**config.mk**
```make
export PLATFORM = sky130hd
export DESIGN_NAME = bus_sequencer
export DESIGN_NICKNAME = d
export VERILOG_FILES = /design/src/rtl/bus_sequencer.sv
export SDC_FILE = /design/constraint.sdc
export NUM_CORES = 1
export LEC_CHECK = 0
export CORE_ASPECT_RATIO = 1.1
export CORE_UTILIZATION = 42
export CTS_CLUSTER_SIZE = 12
export DETAILED_ROUTE_END_ITERATION = 10
export PLACE_DENSITY = 0.9
export SYNTH_ARGS = -nofsm -noshare
export SYNTH_HDL_FRONTEND = slang
export SYNTH_SLANG_ARGS = --single-unit
```
**constraint.sdc**
```tcl
create_clock -name clk -period 1.9 [get_ports clk]
set_input_delay 0.38 -clock clk [delete_from_list [all_inputs] [get_ports clk]]
set_output_delay 0.38 -clock clk [all_outputs]
set_load 0.01 [all_outputs]
```
**src/rtl/bus_sequencer.sv**
```systemverilog
// Bus cycle initiator: 16-clock CPU cycle split into VIDEO (0-3), HOST (4-7) and CPU (8-15) slots.
// Video fetch is built only when BUS_VIDEO_FETCH_EN is defined; otherwise the VIDEO slot is idle.
module bus_sequencer #(
    parameter logic [16:0] VIDEO_BASE = 17'h08000
) (
    input  logic        clk,
    input  logic        reset,
    input  logic [15:0] cpu_addr,
    input  logic        cpu_rw_b,
    input  logic [10:0] video_addr,
    input  logic        host_req,
    input  logic [16:0] host_addr,
    input  logic        host_rw_b,
    output logic        host_ack,
    output logic [16:0] addr,
    output logic        rw_b,
    output logic        strobe,
    output logic        phi2,
    output logic        video_load
);

    localparam logic [3:0] SLOT_VIDEO = 4'd0;
    localparam logic [3:0] SLOT_HOST  = 4'd4;
    localparam logic [3:0] SLOT_CPU   = 4'd8;

`ifdef BUS_VIDEO_FETCH_EN
    localparam bit VIDEO_EN = 1'b1;
`else
    localparam bit VIDEO_EN = 1'b0;
    logic unused_video;
    assign unused_video = ^video_addr;
`endif

    logic [3:0] cnt;
    logic [3:0] cnt_nxt;
    logic       host_active;

    assign cnt_nxt = cnt + 4'd1;

    // Outputs are decoded from cnt_nxt so each one is valid for the cnt value it enters with.
    always_ff @(posedge clk or posedge reset) begin
        if (reset) begin
            cnt         <= 4'd0;
            addr        <= 17'd0;
            rw_b        <= 1'b1;
            strobe      <= 1'b0;
            phi2        <= 1'b0;
            video_load  <= 1'b0;
            host_ack    <= 1'b0;
            host_active <= 1'b0;
        end else begin
            cnt        <= cnt_nxt;
            phi2       <= cnt_nxt[3];
            strobe     <= 1'b0;
            video_load <= 1'b0;
            host_ack   <= 1'b0;
            case (cnt_nxt)
                SLOT_VIDEO: begin
`ifdef BUS_VIDEO_FETCH_EN
                    addr <= VIDEO_BASE | {6'b0, video_addr};
`endif
                    rw_b <= 1'b1;
                end
                4'd1, 4'd2: strobe     <= VIDEO_EN;
                4'd3:       video_load <= VIDEO_EN;
                SLOT_HOST: begin
                    // The host slot is committed here; later host_req changes are ignored.
                    host_active <= host_req;
                    if (host_req) begin
                        addr <= host_addr;
                        rw_b <= host_rw_b;
                    end else begin
                        rw_b <= 1'b1;
                    end
                end
                4'd5, 4'd6: strobe   <= host_active;
                4'd7:       host_ack <= host_active;
                SLOT_CPU: begin
                    host_active <= 1'b0;
                    addr        <= {1'b0, cpu_addr};
                    rw_b        <= cpu_rw_b;
                end
                // Strobe drops at cnt 15 so write data is held past strobe and before phi2 falls.
                4'd10, 4'd11, 4'd12, 4'd13, 4'd14: strobe <= 1'b1;
                default: ;
            endcase
        end
    end

endmodule

```
== Word level (Yosys, flattened, before mapping) ==
Cells that the tools add are included.
Storage, ports and cells
  word-level logic and storage cells: 32
  bits of input ports: 49
  flip-flop bits (word level): 26
  output and inout port bits: 22
Cells by class
  add/sub/neg operators: 1
  equality and inequality tests: 11
  reductions and logical operators: 6
  muxes and demuxes: 7
Operators with widths (number)
  $pmux 17 s2: 1
  $eq 4x4->1 const B: 6
  $mux 17: 1
  $eq 4x3->1 const B: 4
  $reduce_or 5->1: 1
  $add 4x1->4 const B: 1
  $logic_not 4->1: 1
  $pmux 1 s2: 2
  $pmux 1 s3: 1
  $reduce_bool 3->1: 1
  $mux 1: 2
  $ne 2x2->1 const B: 1
  $reduce_and 2->1: 1
  $reduce_bool 2->1: 1
  $reduce_or 2->1: 1

== Longest topological paths before layout ==
Gate-level depths: netlist of run 1.
  depth in word-level cells: 4
  mapped depth: 7
  depth with buffers taken out: 5

== Least setup slack after synthesis of run 1 ==
OpenSTA, ideal clock, no wires.
  path kind: reg2reg
  start: register cnt[3]
  end: register addr[0]
  data required time: 1.753 ns
  path buffers: 3
  slack: 0.287 ns
  cell stages (with the launch flop): 7
  data arrival time: 1.466 ns
  library setup time: 0.147 ns
  clock period less this slack: 1.613 ns
  path through: dfrtp_1 > buf_4 > and2_1 > buf_6 > clkbuf_1 > a2111oi_0 > a311oi_1
On the way
  cells in the longest elaborated chain, start to end: 4
  elaborated cells between the ends (all ways): 7
  those cells by class: add/sub (1); eq/ne (3); mux (1); reduce/logical (2)
Ends and longest elaborated chain
  from (decl): line 34  | logic [3:0] cnt;
  from (signal assigned): line 52  | cnt <= cnt_nxt;
  $add 4x1->4 *: line 38  | assign cnt_nxt = cnt + 4'd1;
  $eq 4x3->1 or $eq 4x4->1 (tied branches): line 57  | case (cnt_nxt)
  $ne 2x2->1 (no line) or $reduce_bool 2->1 (tied branches)
  $reduce_and 2->1 (no line)
  to (signal assigned): line 70  | addr <= host_addr;
  to (signal assigned): line 80  | addr <= {1'b0, cpu_addr};
  to (decl): line 15  | output logic [16:0] addr,
Every way passes the cells marked *; elsewhere a longest branch is shown, timed or not.
A chain may end at the register's enable or synchronous reset.

==> reports/metrics.cfg, run 1 <==
[global_routing]
gr-usage-all-layers = 0.207
grt_pass1_vias = 1498
antenna_found_initial = 0
grt_first_pass_wirelength_um = 6480
grt_max_degree = 35
gr-total-overflow = 0

[detailed_routing]
drc = 0
wl_per_cell_um = 14.1
ant_nets = 0
dr.pass1.iters = 4
drtIter0Drc = 82
viasPerCell = 5.54
vias = 1489
drt_wl_total_um = 3790

[cells_and_area]
final_cell_area_um2 = 2230
area_delta_synth_final_pct = 41.6
antenna_cells = 0
layout.nets = 273
final_cells = 269
final_common_cell = clkdlybuf4s50_1
final_cell_mix = 58 x clkdlybuf4s50_1, 23 x inv_1, 23 x dfrtp_1
num-fill-cells = 323
drive_gt1_frac = 0.0868

[synth]
synth_top_area_frac = 0.381
avgSynthCellArea_um2 = 9.50
synth_warnings = 0
synth_cell_types = 36
syn_area_um2 = 1580
synthTopCellsByArea = dfrtp_1 38%, a311oi_1 9.4%, a2111oi_0 8.9%, nand2b_1 6.7%, o22ai_1 6.7%
syn-num-nets = 219
yosys.area.top_type = dfrtp_1
synth_seq_cells = 25
yosysSeqAreaShare = 0.397
syn_inst = 166

[worst_setup_path]
worstSetupEndpointType = primary output
cp_top_family = buffers and inverters
cp_slowest_cell = clkdlybuf4s50_1
critical-path-max-stage-delay_ns = 0.57
worst_setup_path_start_kind = flop
cp.arrival_ns = 1.35
crit_path_start = cnt[3]
r2r-start = cnt[2]
critPathMaxFanout = 12
path_cells = clkdlybuf4s50_1
required_ns = 1.52
critPathBufInv = 1
crit_type = flop to primary output

[timing]
finalHoldViolCount = 0
maxSlewViolCount = 0
timing.fmax_ghz = 0.579
finClkSkew_ns = 0.00432
tightest_slew_ns = 0.593
slew-limit-headroom = 0.604
rsz0062_at_grt = no
period_needed_ns = 1.73
setup_violations = 0
setup_ws_ns = 0.173
fin_crit_sh = 0.909

[min_path]
hold_path.class = input port to async pin

[die]
die_x_um = 60.4
ios = 71
die_h_um = 66.3
start_util = 0.435
core_um2 = 3630
die_area_um2 = 4010
num_rows = 23

[power_and_ir_drop]
power_density_nw_per_um2 = 443
peakVddDrop_mv = 0.223
power.leakage_nw = 0.942

[clock_tree]
numCtsBuffers = 3
clk_pin_slew_worst_paths_ns = 0.09
cts_tree = built
clock_sinks = 25
postCtsSetupBuffers = 0
clk_latency_ns = 0.27
cts_buffer_depth = 2
htree_levels = 1
root_buffer = clkbuf_8

[place]
globalplace.congestion = 0.758
post-place-ws_ns = -0.258
placed_cells = 265
place_area_um2 = 2180
port_buffers = 58
dpl.hpwl_um = 2720

[flow_run]
cap_violations = 0

[status]
outcome = finished clean

-- stage by stage --
stage	util	hold WS [ns]	total power, W	TNS [ns]
3_3_place_gp	0.601	0.481	0.000674	-3.12
3_5_place_dp	0.601	0.489	0.000676	-3.57
2_1_floorplan	-	0.407	0.000587	0
6_report	0.616	0.451	0.000989	0
5_1_grt	0.616	0.534	0.00102	0
4_1_cts	0.614	0.466	0.000987	0
-- synthesized netlist by cell type --
| cell | number |
|---|---|
| dfrtp_1 | 24 |
| inv_1 | 23 |
| a311oi_1 | 17 |
| nand2b_1 | 17 |
| o22ai_1 | 17 |
| a2111oi_0 | 16 |
| clkbuf_1 | 7 |
| buf_6 | 5 |
| ha_1 | 4 |
| buf_2 | 3 |
| nand2_1 | 3 |
| a21oi_1 | 2 |
| buf_1 | 2 |
| buf_4 | 2 |
| nor2_1 | 2 |
| xor2_1 | 2 |
| a211oi_1 | 1 |
| a21o_1 | 1 |
| a22oi_1 | 1 |
| a2bb2oi_1 | 1 |
| and2_1 | 1 |
| and3_1 | 1 |
| and3b_1 | 1 |
| and4_1 | 1 |
| and4b_1 | 1 |
| conb_1 | 1 |
| dfstp_2 | 1 |
| maj3_1 | 1 |
| nand3_1 | 1 |
| nand4bb_1 | 1 |
| nor2b_1 | 1 |
| nor3b_2 | 1 |
| o211ai_1 | 1 |
| o21ai_0 | 1 |
| o21ai_1 | 1 |
| or3b_1 | 1 |
-- power breakdown --
part | leakage [nW] | switching (W) | internal, W | total (W)
clock | 0.0255 | 0.000176 | 0.000147 | 0.000323
sequential | 0.340 | 0.000000489 | 0.000532 | 0.000533
combinational | 0.577 | 0.0000442 | 0.0000895 | 0.000134
-- routing by layer --
metal / vias up / GRT usage / part of all wire
met1: 706 / 0.269 / 0.45
li1: 728 / - / -
met5: - / 0 / 0
met3: 5 / 0.0274 / 0.056
met4: 0 / 0.0511 / 0.0090
met2: 50 / 0.359 / 0.48
-- final timing paths --
path | to | slack [ns] | cells past startpoint
min | addr[6] | 0.45 | 3
min reg2reg | rw_b | 0.50 | 2
max reg2reg | addr[10] | 0.18 | 4
max | phi2 | 0.17 | 1
min in group clk | rw_b | 0.50 | 2
max in group asynchronous | rw_b | 1.14 | 3
-- cells by family (layout without fill, tap and decap cells) --
family	after synthesis	count (layout)	share of synthesized area
simple gates	32	32	0.132
flops	25	25	0.397
other cells	1	1	0.00238
compound gates	59	59	0.288
fa+ha+maj	5	5	0.0381
buf+inv	42	95	0.131
xor+xnor	2	2	0.0111
-- flip-flops by register name (all words and copies together) (netlist names) --
signal       flops
addr            17
cnt              4
host_ack         1
host_active      1
rw_b             1
strobe           1
-- timing repair --
item	CTS	global route
hold buffers	0	0
endpoints found under the setup margin	0	18
gates resized for setup	0	4
-- final cells by class --
cell class                      instances  area [µm²]  area share
Multi-Input combinational cell         99         756       0.338
Timing Repair Buffer                   68         656       0.293
Sequential cell                        25         628       0.281
Inverter                               23        86.3      0.0386
Tap cell                               50        62.6      0.0280
Clock buffer                            3        41.3      0.0185
Clock inverter                          1        5.00     0.00224
No activity file was read; power rests on OpenSTA's default activity.
==> run 2: changes to the inputs <==
--- a/config.mk
+++ b/config.mk
@@ -6,10 +6,11 @@
 export NUM_CORES = 1
 export LEC_CHECK = 0
 export CORE_ASPECT_RATIO = 1.1
-export CORE_UTILIZATION = 42
+export CORE_UTILIZATION = 38
 export CTS_CLUSTER_SIZE = 12
 export DETAILED_ROUTE_END_ITERATION = 10
-export PLACE_DENSITY = 0.9
+export MAX_ROUTING_LAYER = met4
+export PLACE_DENSITY = 0.86
 export SYNTH_ARGS = -nofsm -noshare
 export SYNTH_HDL_FRONTEND = slang
 export SYNTH_SLANG_ARGS = --single-unit
==> constraint.sdc (replaced) <==
create_clock -name clk -period 1.4 [get_ports clk]
set_input_delay 0.28 -clock clk [delete_from_list [all_inputs] [get_ports clk]]
set_output_delay 0.28 -clock clk [all_outputs]
set_load 0.01 [all_outputs]
==> reports/metrics.cfg, run 2 (same netlist as run 1, synthesis figures left out) <==
[power_and_ir_drop]
p_seq_frac = 0.497
peakVddDrop_mv = 0.320
swShare = 0.245
internal_power_w = 0.00110
power_density_nw_per_um2 = 443
combPwrFrac = 0.189
share_clk_of_total_power = 0.314
total_power_w = 0.00146
p_switching_w = 0.000356
power.leakage_nw = 1.42

[worst_setup_path]
critPathBufInv = 2
crit_type = input port to flop
critical-path-max-stage-delay_ns = 0.55
r2r-start = cnt[0]
reg2reg_depth = 6
cp_top_family = buffers and inverters
cp_slowest_cell = clkdlybuf4s50_1
critPathMaxFanout = 6
reg2reg_to = strobe
path_cells = clkdlybuf4s50_1 > nor3b_4 > buf_6 > a2111oi_4 > a311oi_2
required_ns = 1.58
cp.arrival_ns = 1.72
reg2reg_slack_ns = -0.14
worst_setup_path_start_kind = input port
worstSetupEndpointType = flop

[cells_and_area]
antenna_cells = 0
regArea_um2 = 628
final_cell_mix = 37 x clkdlybuf4s50_1, 28 x buf_4, 23 x dfrtp_1, 21 x inv_1, 20 x dlygate4sd2_1
utilization = 0.828
multiInputGateArea_um2 = 1330
final_common_cell = clkdlybuf4s50_1
area_delta_synth_final_pct = 108
final_cells = 315
num-fill-cells = 213
drive_gt1_frac = 0.464
largest_reg_flops = 17
layout.nets = 317
top_register = addr
top_regs = addr x17, cnt x4

[clock_tree]
clk_pin_slew_worst_paths_ns = 0.10
clock_sinks = 25
clk_latency_ns = 0.28
root_buffer = clkbuf_8
cts_tree = built
htree_levels = 1
cts_buffer_depth = 2
numCtsBuffers = 3

[die]
ios = 71
core_um2 = 3960
die_area_um2 = 4410
num_rows = 24
start_util = 0.398
die_x_um = 63.4
die_h_um = 69.6

[place]
globalplace.congestion = 0.903
dpl.hpwl_um = 3030
placed_cells = 282
port_buffers = 58

[timing]
rsz0062_at_grt = yes
setup_violations = 21
maxSlewViolCount = 0
period_needed_ns = 1.54
timing.fmax_ghz = 0.648
finClkSkew_ns = 0.00745
finalHoldViolCount = 0
fin_crit_sh = 1.10
setup_ws_ns = -0.143

[global_routing]
gr-usage-all-layers = 0.247
antenna_found_initial = 0
grt_max_degree = 32
grt_first_pass_wirelength_um = 8360
gr-total-overflow = 0
grt_pass1_vias = 1802

[min_path]
hold_path.class = input port to async pin

[status]
outcome = complete, but fails checks
violations = negative setup slack

[detailed_routing]
dr.pass1.iters = 4
ant_nets = 0
viasPerCell = 5.92
vias = 1864
wl_per_cell_um = 22.0
drtIter0Drc = 88
drc = 0
drt_wl_total_um = 6940

[flow_run]
cap_violations = 0

## run 2: changes by cell type in the layout (fill, tap and decap cells not counted), sizes merged
cell / delta
clkdlybuf4s50: -21
clkdlybuf4s15: +1
dlygate4sd2: +20
and2: +1
buf: +40
clkinv: -1
clkbuf: +4
## run 2: cell type report
class,instances,share of cell area
clock buffers,4,0.0137
inverters,23,0.0271
multi-input cells,100,0.405
flip-flops and latches,25,0.191
well taps,52,0.0198
repair buffers,111,0.343
## run 2: worst max-delay path by stage
| stage | slack [ns] | endpoint | startpoint | cells past startpoint |
|---|---|---|---|---|
| finish | -0.14 | addr[13] | host_req | 5 |
| global placement | -0.29 | addr[15] | host_req | 5 |
| global route | -0.18 | addr[13] | cnt[2] | 4 |
| CTS | -0.08 | addr[2] | cnt[2] | 5 |
| detailed placement | -0.35 | addr[7] | host_req | 5 |
| floorplan | -0.12 | addr[0] | cnt[2] | 7 |
## run 2: power groups by stage
stage,registers [W],logic (W),clock network (W)
after floorplan,0.000738,0.0000765,0
after global placement,0.000737,0.000201,0
after detailed placement,0.000737,0.000204,0
after CTS,0.000723,0.000230,0.000438
after global routing,0.000723,0.000290,0.000472
final,0.000723,0.000275,0.000457
## run 2: what timing repair did
action | CTS | global route
gates resized for setup | 68 | 56
hold buffers | 0 | 0
pin swaps | 7 | 28
endpoints found under the setup margin | 40 | 22
cloned | 1 | 5
setup buffers | 16 | 7
## run 2: through the flow
stage / worst slack, ns / setup TNS [ns] / cell area [µm²] / hold WS [ns]
floorplan: -0.124 / -1.37 / 1700 / 0.307
global placement: -0.291 / -4.89 / 2400 / 0.485
detailed placement: -0.351 / -5.44 / 2400 / 0.519
CTS: -0.0815 / -0.687 / 2790 / 0.351
global route: -0.178 / -2.61 / 3280 / 0.377
finish: -0.143 / -1.97 / 3280 / 0.352
## run 2: worst min-delay path: stages
cell and delay (ns):
clkdlybuf4s50_1 0.40, inv_1 0.11, buf_12 0.20
## run 2: metal layers
layer	vias to the layer above	global-route usage	wire [µm]
met2	75	0.442	3620
li1	818	-	-
met1	951	0.285	2850
met5	-	-	0
met4	0	0.0808	192
met3	20	0.0247	280
==> run 3: changes to the inputs <==
--- a/config.mk
+++ b/config.mk
@@ -5,6 +5,7 @@
 export SDC_FILE = /design/constraint.sdc
 export NUM_CORES = 1
 export LEC_CHECK = 0
+export CAP_MARGIN = 20
 export CORE_ASPECT_RATIO = 1.1
 export CORE_UTILIZATION = 38
 export CTS_CLUSTER_SIZE = 12
==> results of run 3 <==
The final DEF is identical to that of run 2; final timing and power are the same.
